File: src/rtl/wallace_mac_if.sv
// rtl/wallace_mac_if.sv - operand/result handshake bundle for wallace_mac
interface wallace_mac_if #(
    parameter int ACC_W = 40,
    parameter int LEN_W = 8
) ();
    logic             start;
    logic [LEN_W-1:0] len;
    logic             in_valid;
    logic             in_ready;
    logic [15:0]      a;
    logic [15:0]      b;
    logic             out_valid;
    logic             out_ready;
    logic [ACC_W-1:0] acc_out;
    logic             overflow;
    logic             busy;

    modport master (
        output start, len, in_valid, a, b, out_ready,
        input  in_ready, out_valid, acc_out, overflow, busy
    );

    modport slave (
        input  start, len, in_valid, a, b, out_ready,
        output in_ready, out_valid, acc_out, overflow, busy
    );
endinterface

File: src/rtl/wallace_mac.sv
// rtl/wallace_mac.sv - burst multiply-accumulate stage around a 16x16 Wallace-tree multiplier
module wallace_multiplier (
    input  logic [15:0] i_a,
    input  logic [15:0] i_b,
    output logic [31:0] o_p
);
    logic [31:0] w_rows [16];
    logic [31:0] w_next [16];

    // Row-level 3:2 carry-save reduction: 16 -> 11 -> 8 -> 6 -> 4 -> 3 -> 2 rows.
    always_comb begin
        int n;
        int m;
        for (int i = 0; i < 16; i++)
            w_rows[i] = i_b[i] ? (32'(i_a) << i) : 32'd0;
        n = 16;
        for (int s = 0; s < 6; s++) begin
            w_next = '{default: '0};
            m = 0;
            for (int g = 0; g < 5; g++) begin
                if (3 * g + 2 < n) begin
                    w_next[4'(m)]     = w_rows[4'(3*g)] ^ w_rows[4'(3*g+1)] ^ w_rows[4'(3*g+2)];
                    w_next[4'(m + 1)] = ((w_rows[4'(3*g)] & w_rows[4'(3*g+1)]) |
                                         (w_rows[4'(3*g)] & w_rows[4'(3*g+2)]) |
                                         (w_rows[4'(3*g+1)] & w_rows[4'(3*g+2)])) << 1;
                    m = m + 2;
                end
            end
            for (int j = 0; j < 16; j++) begin
                if (j >= 3 * (n / 3) && j < n) begin
                    w_next[4'(m)] = w_rows[j];
                    m = m + 1;
                end
            end
            w_rows = w_next;
            n = m;
        end
        o_p = w_rows[0] + w_rows[1];
    end
endmodule

module wallace_mac #(
    parameter int ACC_W = 40,
    parameter int LEN_W = 8
) (
    input  logic          clk,
    input  logic          rst,
    wallace_mac_if.slave  bus
);
    typedef enum logic [1:0] {S_IDLE, S_RUN, S_DRAIN, S_DONE} state_t;

    state_t           r_state;
    state_t           w_next_state;
    logic [LEN_W-1:0] r_len;
    logic [LEN_W-1:0] r_cnt;
    logic [15:0]      r_a;
    logic [15:0]      r_b;
    logic             r_v1;
    logic [31:0]      r_p;
    logic             r_v2;
    logic [ACC_W-1:0] r_acc;
    logic             r_ovf;
    logic [31:0]      w_prod;
    logic             w_xfer;
    logic             w_last;
    logic             w_start;
    logic [ACC_W:0]   w_sum;

    wallace_multiplier u_mul (
        .i_a (r_a),
        .i_b (r_b),
        .o_p (w_prod)
    );

    assign w_xfer  = bus.in_valid && (r_state == S_RUN);
    assign w_last  = w_xfer && ((r_cnt + LEN_W'(1)) == r_len);
    assign w_start = bus.start && (r_state == S_IDLE);
    assign w_sum   = {1'b0, r_acc} + (ACC_W+1)'(r_p);

    always_comb begin
        w_next_state = r_state;
        case (r_state)
            S_IDLE:  if (bus.start) w_next_state = (bus.len != '0) ? S_RUN : S_DONE;
            S_RUN:   if (w_last) w_next_state = S_DRAIN;
            // With no new accepts, S1 empty now means both stages are empty after this edge.
            S_DRAIN: if (!r_v1) w_next_state = S_DONE;
            S_DONE:  if (bus.out_ready) w_next_state = S_IDLE;
            default: w_next_state = S_IDLE;
        endcase
    end

    always_ff @(posedge clk) begin
        if (rst) begin
            r_state <= S_IDLE;
            r_len   <= '0;
            r_cnt   <= '0;
            r_a     <= '0;
            r_b     <= '0;
            r_v1    <= 1'b0;
            r_p     <= '0;
            r_v2    <= 1'b0;
            r_acc   <= '0;
            r_ovf   <= 1'b0;
        end else begin
            r_state <= w_next_state;
            r_v1    <= w_xfer;
            r_v2    <= r_v1;
            if (w_xfer) begin
                r_a <= bus.a;
                r_b <= bus.b;
            end
            if (r_v1)
                r_p <= w_prod;
            if (w_start) begin
                r_len <= bus.len;
                r_cnt <= '0;
                r_acc <= '0;
                r_ovf <= 1'b0;
            end else begin
                if (w_xfer)
                    r_cnt <= r_cnt + LEN_W'(1);
                if (r_v2) begin
                    r_acc <= w_sum[ACC_W-1:0];
                    r_ovf <= r_ovf | w_sum[ACC_W];
                end
            end
        end
    end

    assign bus.in_ready  = (r_state == S_RUN);
    assign bus.out_valid = (r_state == S_DONE);
    assign bus.busy      = (r_state != S_IDLE);
    assign bus.acc_out   = r_acc;
    assign bus.overflow  = r_ovf;
endmodule

File: src/flat_wrapper.sv
// flat-port wrapper written by rule: the top's interface ports become plain ports
module wallace_mac_flat 
#(
    parameter int ACC_W = 40,
    parameter int LEN_W = 8
)
  (clk, rst, bus_start, bus_len, bus_in_valid, bus_a, bus_b, bus_out_ready, bus_in_ready, bus_out_valid, bus_acc_out, bus_overflow, bus_busy);
  wallace_mac_if #(.ACC_W(ACC_W), .LEN_W(LEN_W)) bus_i ();
  input  logic clk;
  input  logic rst;
  input wire logic [$bits(bus_i.start)-1:0] bus_start;
  input wire logic [$bits(bus_i.len)-1:0] bus_len;
  input wire logic [$bits(bus_i.in_valid)-1:0] bus_in_valid;
  input wire logic [$bits(bus_i.a)-1:0] bus_a;
  input wire logic [$bits(bus_i.b)-1:0] bus_b;
  input wire logic [$bits(bus_i.out_ready)-1:0] bus_out_ready;
  output wire logic [$bits(bus_i.in_ready)-1:0] bus_in_ready;
  output wire logic [$bits(bus_i.out_valid)-1:0] bus_out_valid;
  output wire logic [$bits(bus_i.acc_out)-1:0] bus_acc_out;
  output wire logic [$bits(bus_i.overflow)-1:0] bus_overflow;
  output wire logic [$bits(bus_i.busy)-1:0] bus_busy;
  assign bus_i.start = bus_start;
  assign bus_i.len = bus_len;
  assign bus_i.in_valid = bus_in_valid;
  assign bus_i.a = bus_a;
  assign bus_i.b = bus_b;
  assign bus_i.out_ready = bus_out_ready;
  assign bus_in_ready = bus_i.in_ready;
  assign bus_out_valid = bus_i.out_valid;
  assign bus_acc_out = bus_i.acc_out;
  assign bus_overflow = bus_i.overflow;
  assign bus_busy = bus_i.busy;
  wallace_mac #(.ACC_W(ACC_W), .LEN_W(LEN_W)) u_core (.clk(clk), .rst(rst), .bus(bus_i));
endmodule
File: config.mk
export PLATFORM = sky130hd
export DESIGN_NAME = wallace_mac_flat
export DESIGN_NICKNAME = d
export VERILOG_FILES = /design/src/rtl/wallace_mac_if.sv /design/src/rtl/wallace_mac.sv /design/src/flat_wrapper.sv
export SDC_FILE = /design/constraint.sdc
export NUM_CORES = 1
export LEC_CHECK = 0
export ABC_AREA = 1
export BUFFER_PORTS_ARGS = -buffer_cell sky130_fd_sc_hd__buf_4
export CAP_MARGIN = 20
export CORE_MARGIN = 8
export CORE_UTILIZATION = 30
export DETAILED_ROUTE_END_ITERATION = 6
export GPL_TIMING_DRIVEN = 0
export HOLD_SLACK_MARGIN = 0.02
export PLACE_DENSITY_LB_ADDON = 0.08
export SETUP_SLACK_MARGIN = 0.5
export SYNTH_ARGS = -nofsm -noshare
export SYNTH_HDL_FRONTEND = slang
export SYNTH_HIERARCHICAL = 1
export SYNTH_SLANG_ARGS = --single-unit
File: constraint.sdc
create_clock -name clk -period 2.4 [get_ports clk]
set_input_delay 0.72 -clock clk [delete_from_list [all_inputs] [get_ports clk]]
set_output_delay 0.72 -clock clk [all_outputs]
set_load 0.02 [all_outputs]
After elaboration in Yosys (flattened, before gate mapping)
Index checks and enable logic that the tools add are counted.
{ "totals": {"ff_bits": 19, "inputBits": 45, "out_inout_bits": 44} }
{ "classes": {"n_reduce_logical": 8, "n_addsub": 1, "n_mux": 6, "eq_ne": 8} }
{ "ops": {"columns": ["op", "n"], "rows": [
  ["$mux 2", 5],
  ["$add 8x1->8 const B", 1],
  ["$eq 8x8->1", 1],
  ["$pmux 2 s4", 1],
  ["$reduce_bool 8->1", 1],
  ["$ne 2x2->1 const B", 3],
  ["$eq 2x2->1 const B", 2],
  ["$reduce_and 4->1", 1],
  ["$logic_and 1x1->1", 3],
  ["$eq 2x1->1 const B", 1],
  ["$logic_not 2->1", 1],
  ["$ne 2x1->1 const B", 1],
  ["$reduce_bool 2->1", 1],
  ["$reduce_or 2->1", 1]
]} }

Longest topological paths before layout
{ "depth": {"word_depth": 5, "mapped_depth": 15, "depth_no_buf": 15} }

Modules after synthesis
Netlist, hierarchy kept.
{ "modules_own_cells": {"columns": ["module", "cells_each", "area_per_inst_um2", "n_inst"], "rows": [
  ["wallace_mac", 1126, 7208.2, 1],
  ["wallace_multiplier", 33, 244.0, 1]
]} }

Worst setup path before layout
Ideal clock, no wire load.
{ "synth_path": {"kind": "register to register", "start": "register, netlist name u_core/bus.acc_out[0]", "end": "register, netlist name u_core/bus.acc_out[30]", "slack_ns": 0.414, "stages_incl_launch_ff": 15, "required_time_ns": 2.291, "path_buffers": 0, "arrival_time_ns": 1.877, "setup_ns": 0.109, "path_cell_list": "dfxtp_1 -> ha_1 -> fa_1 -> nand2_1 -> nand2_1 -> o21ai_2 -> o21ai_2 -> nand2_1 -> nand3_2 -> nand2_1 -> nand2_1 -> nand2_1 -> nand3_1 -> nand2_1 -> inv_1"} }

==> metrics.txt <==
result of the run completed; Top Family by Delay on Critical Path simple AND/OR/NAND/NOR gates; number of global-route vias before repair 6415; Rows 53; crit path max fanout 3; Tcrit/Tclk final 79.8%; Crit path top cell by count nand2_1; total power 0.00506 W; largest net degree at the start of global routing 17; Startpoint Class flop; H-tree depth 3; CTS sink cnt 93; critical path's slowest cell fa_2; Die Wd 162 um; Synth Instances 1026; final net count 1226; initial antenna violation count 0; WP data required 2.65 ns; remaining antenna violation count 0; fin util 41.9%; Worst Path Buf+Inv 1; Synth Area per Inst 6.23 um^2; Seq. cell area 0.00191 mm^2; Vias 6443; warnings from Yosys 6; cell leakage power 3.98 nW; Clk pin slew, worst setup/hold paths 0.07 ns; RSZ-0062 raised after global routing yes; fill cell count 2294; most common cell after layout, fill and taps aside nor2_1; Slew Viols, Final 0; Worst Skew 0.0107 ns; Post-DP Area 0.00728 mm^2; global-route wire length before repair 33700 um; vias per inst 4.53; gpl congestion 0.827; crit path kind reg -> reg; max-cap violations 0; Worst Setup SP u_core/bus.acc_out[0]$_SDFFE_PP0P_; RR Startpoint u_core/bus.acc_out[0]$_SDFFE_PP0P_; design area 0.00879 mm^2; Clock Latency Late Sink 0.36 ns; crit-path cells ha_4 -> fa_2 -> nand2_2 -> nand2_2 -> o21ai_4 -> o21ai_4 -> nand2_1 -> nand2_2 -> nand3_2 -> nand2_1 -> nand2_1 -> nand3_2 -> nand2_1 -> inv_1; cts hold-fix bufs 0; hold_sp u_core/r_len[5]$_SDFFE_PP0P_; Setup-failing EPs final 0; area taken by multi-input logic gates 0.00478 mm^2; Core Area 0.0210 mm^2; cell area after synthesis 0.00639 mm^2; Min-Delay Path Class reg -> reg; layout cells sized above 1 28.8%; Max VDD drop 0.333 mV; Hold Fails Final Rpt 0; I/O pin cnt 89; WHS 0.481 ns; All-Layer GR Usage 16.0%; WP data arrival 2.17 ns; root buffer cell clkbuf_16; max incr delay on CP 0.35 ns; fmax 522 MHz; average wire per standard cell 14.6 um; minimum clock period 1.91 ns; Die ar. 0.0262 mm^2; Final WS setup 0.485 ns; CTS max path bufs 2; final WL 20700 um; GRT overflow 0; worst slack, placed -0.125 ns; port buffer count 56; CTS Buf Count 9; Post-route DRC 0; PD cells 576 mW/mm^2; First-pass DRT Iterations 5; CTS tree yes; Antenna Cells 0; initial core utilization 30.5%; DPL Wire Length 16000 um; Max-slew headroom 47.6%; initial drt markers 291; Die Span Y 162 um; area delta synth->final 37.5%; most frequent cells in the layout 198 x nor2_1, 164 x nand2_1, 111 x inv_1, 105 x buf_4, 67 x dfxtp_1; CP endpoint kind flop; Slew @ Worst Pin 0.779 ns
report_power, final:
group	switching (W)	internal (W)	leakage, nW	total (W)
combinational	0.000879	0.000665	3.06	0.00154
clock	0.000660	0.000950	0.156	0.00161
sequential	0.000180	0.00173	0.768	0.00191
path summary, 6_finish.rpt:
kind              depth (start not counted)  slack, ns                                  end
hold / removal                            2       0.48         u_core/r_len[5]$_SDFFE_PP0P_
hold reg to reg                           2       0.48         u_core/r_len[5]$_SDFFE_PP0P_
setup reg to reg                         14       0.49  u_core/bus.acc_out[28]$_SDFFE_PP0P_
setup / recovery                         14       0.49  u_core/bus.acc_out[28]$_SDFFE_PP0P_
layout make-up:
class	instances	share of cell area (%)
buffer	63	4.41
clock buffer	10	2.72
clock inverter	6	1.05
inverter	122	5.27
multi-input combinational	779	54.4
sequential	93	21.7
tap	275	3.92
timing repair buffer	74	6.51
per-layer routing:
metal / vias to the layer above / share of wire [%] / GRT usage (%)
li1: 3448 / - / -
met5: - / 0 / 0
met3: 11 / 2.7 / 3.16
met4: 0 / 0.89 / 3.28
met2: 59 / 48 / 27.6
met1: 2925 / 48 / 20.2
tightest hold or removal path, cell delays in order (launching register included):
cell	delay (ns)
dfxtp_1	0.31
inv_1	0.07
a21oi_1	0.06
through the flow:
stage          instances  setup TNS, ns
2_1_floorplan       1057              0
3_3_place_gp        1388          -2.46
3_5_place_dp        1388          -2.54
4_1_cts             1413              0
5_1_grt             1422              0
6_report            1422              0
repair_timing:
item | in CTS | in global routing
setup endpoints to repair | 49 | 64
pin swaps | 25 | 33
resized for setup | 136 | 125
buffers inserted | 9 | 9
registers in the layout, summed over array words and instances (netlist names):
signal and count:
u_core/bus.acc_out 40, u_core/r_p 32, u_core/r_cnt 8, u_core/r_len 8, u_core/r_state 2, u_core/bus.overflow 1
u_core/r_v1 1, u_core/r_v2 1
(Power assumes the default switching activity.)
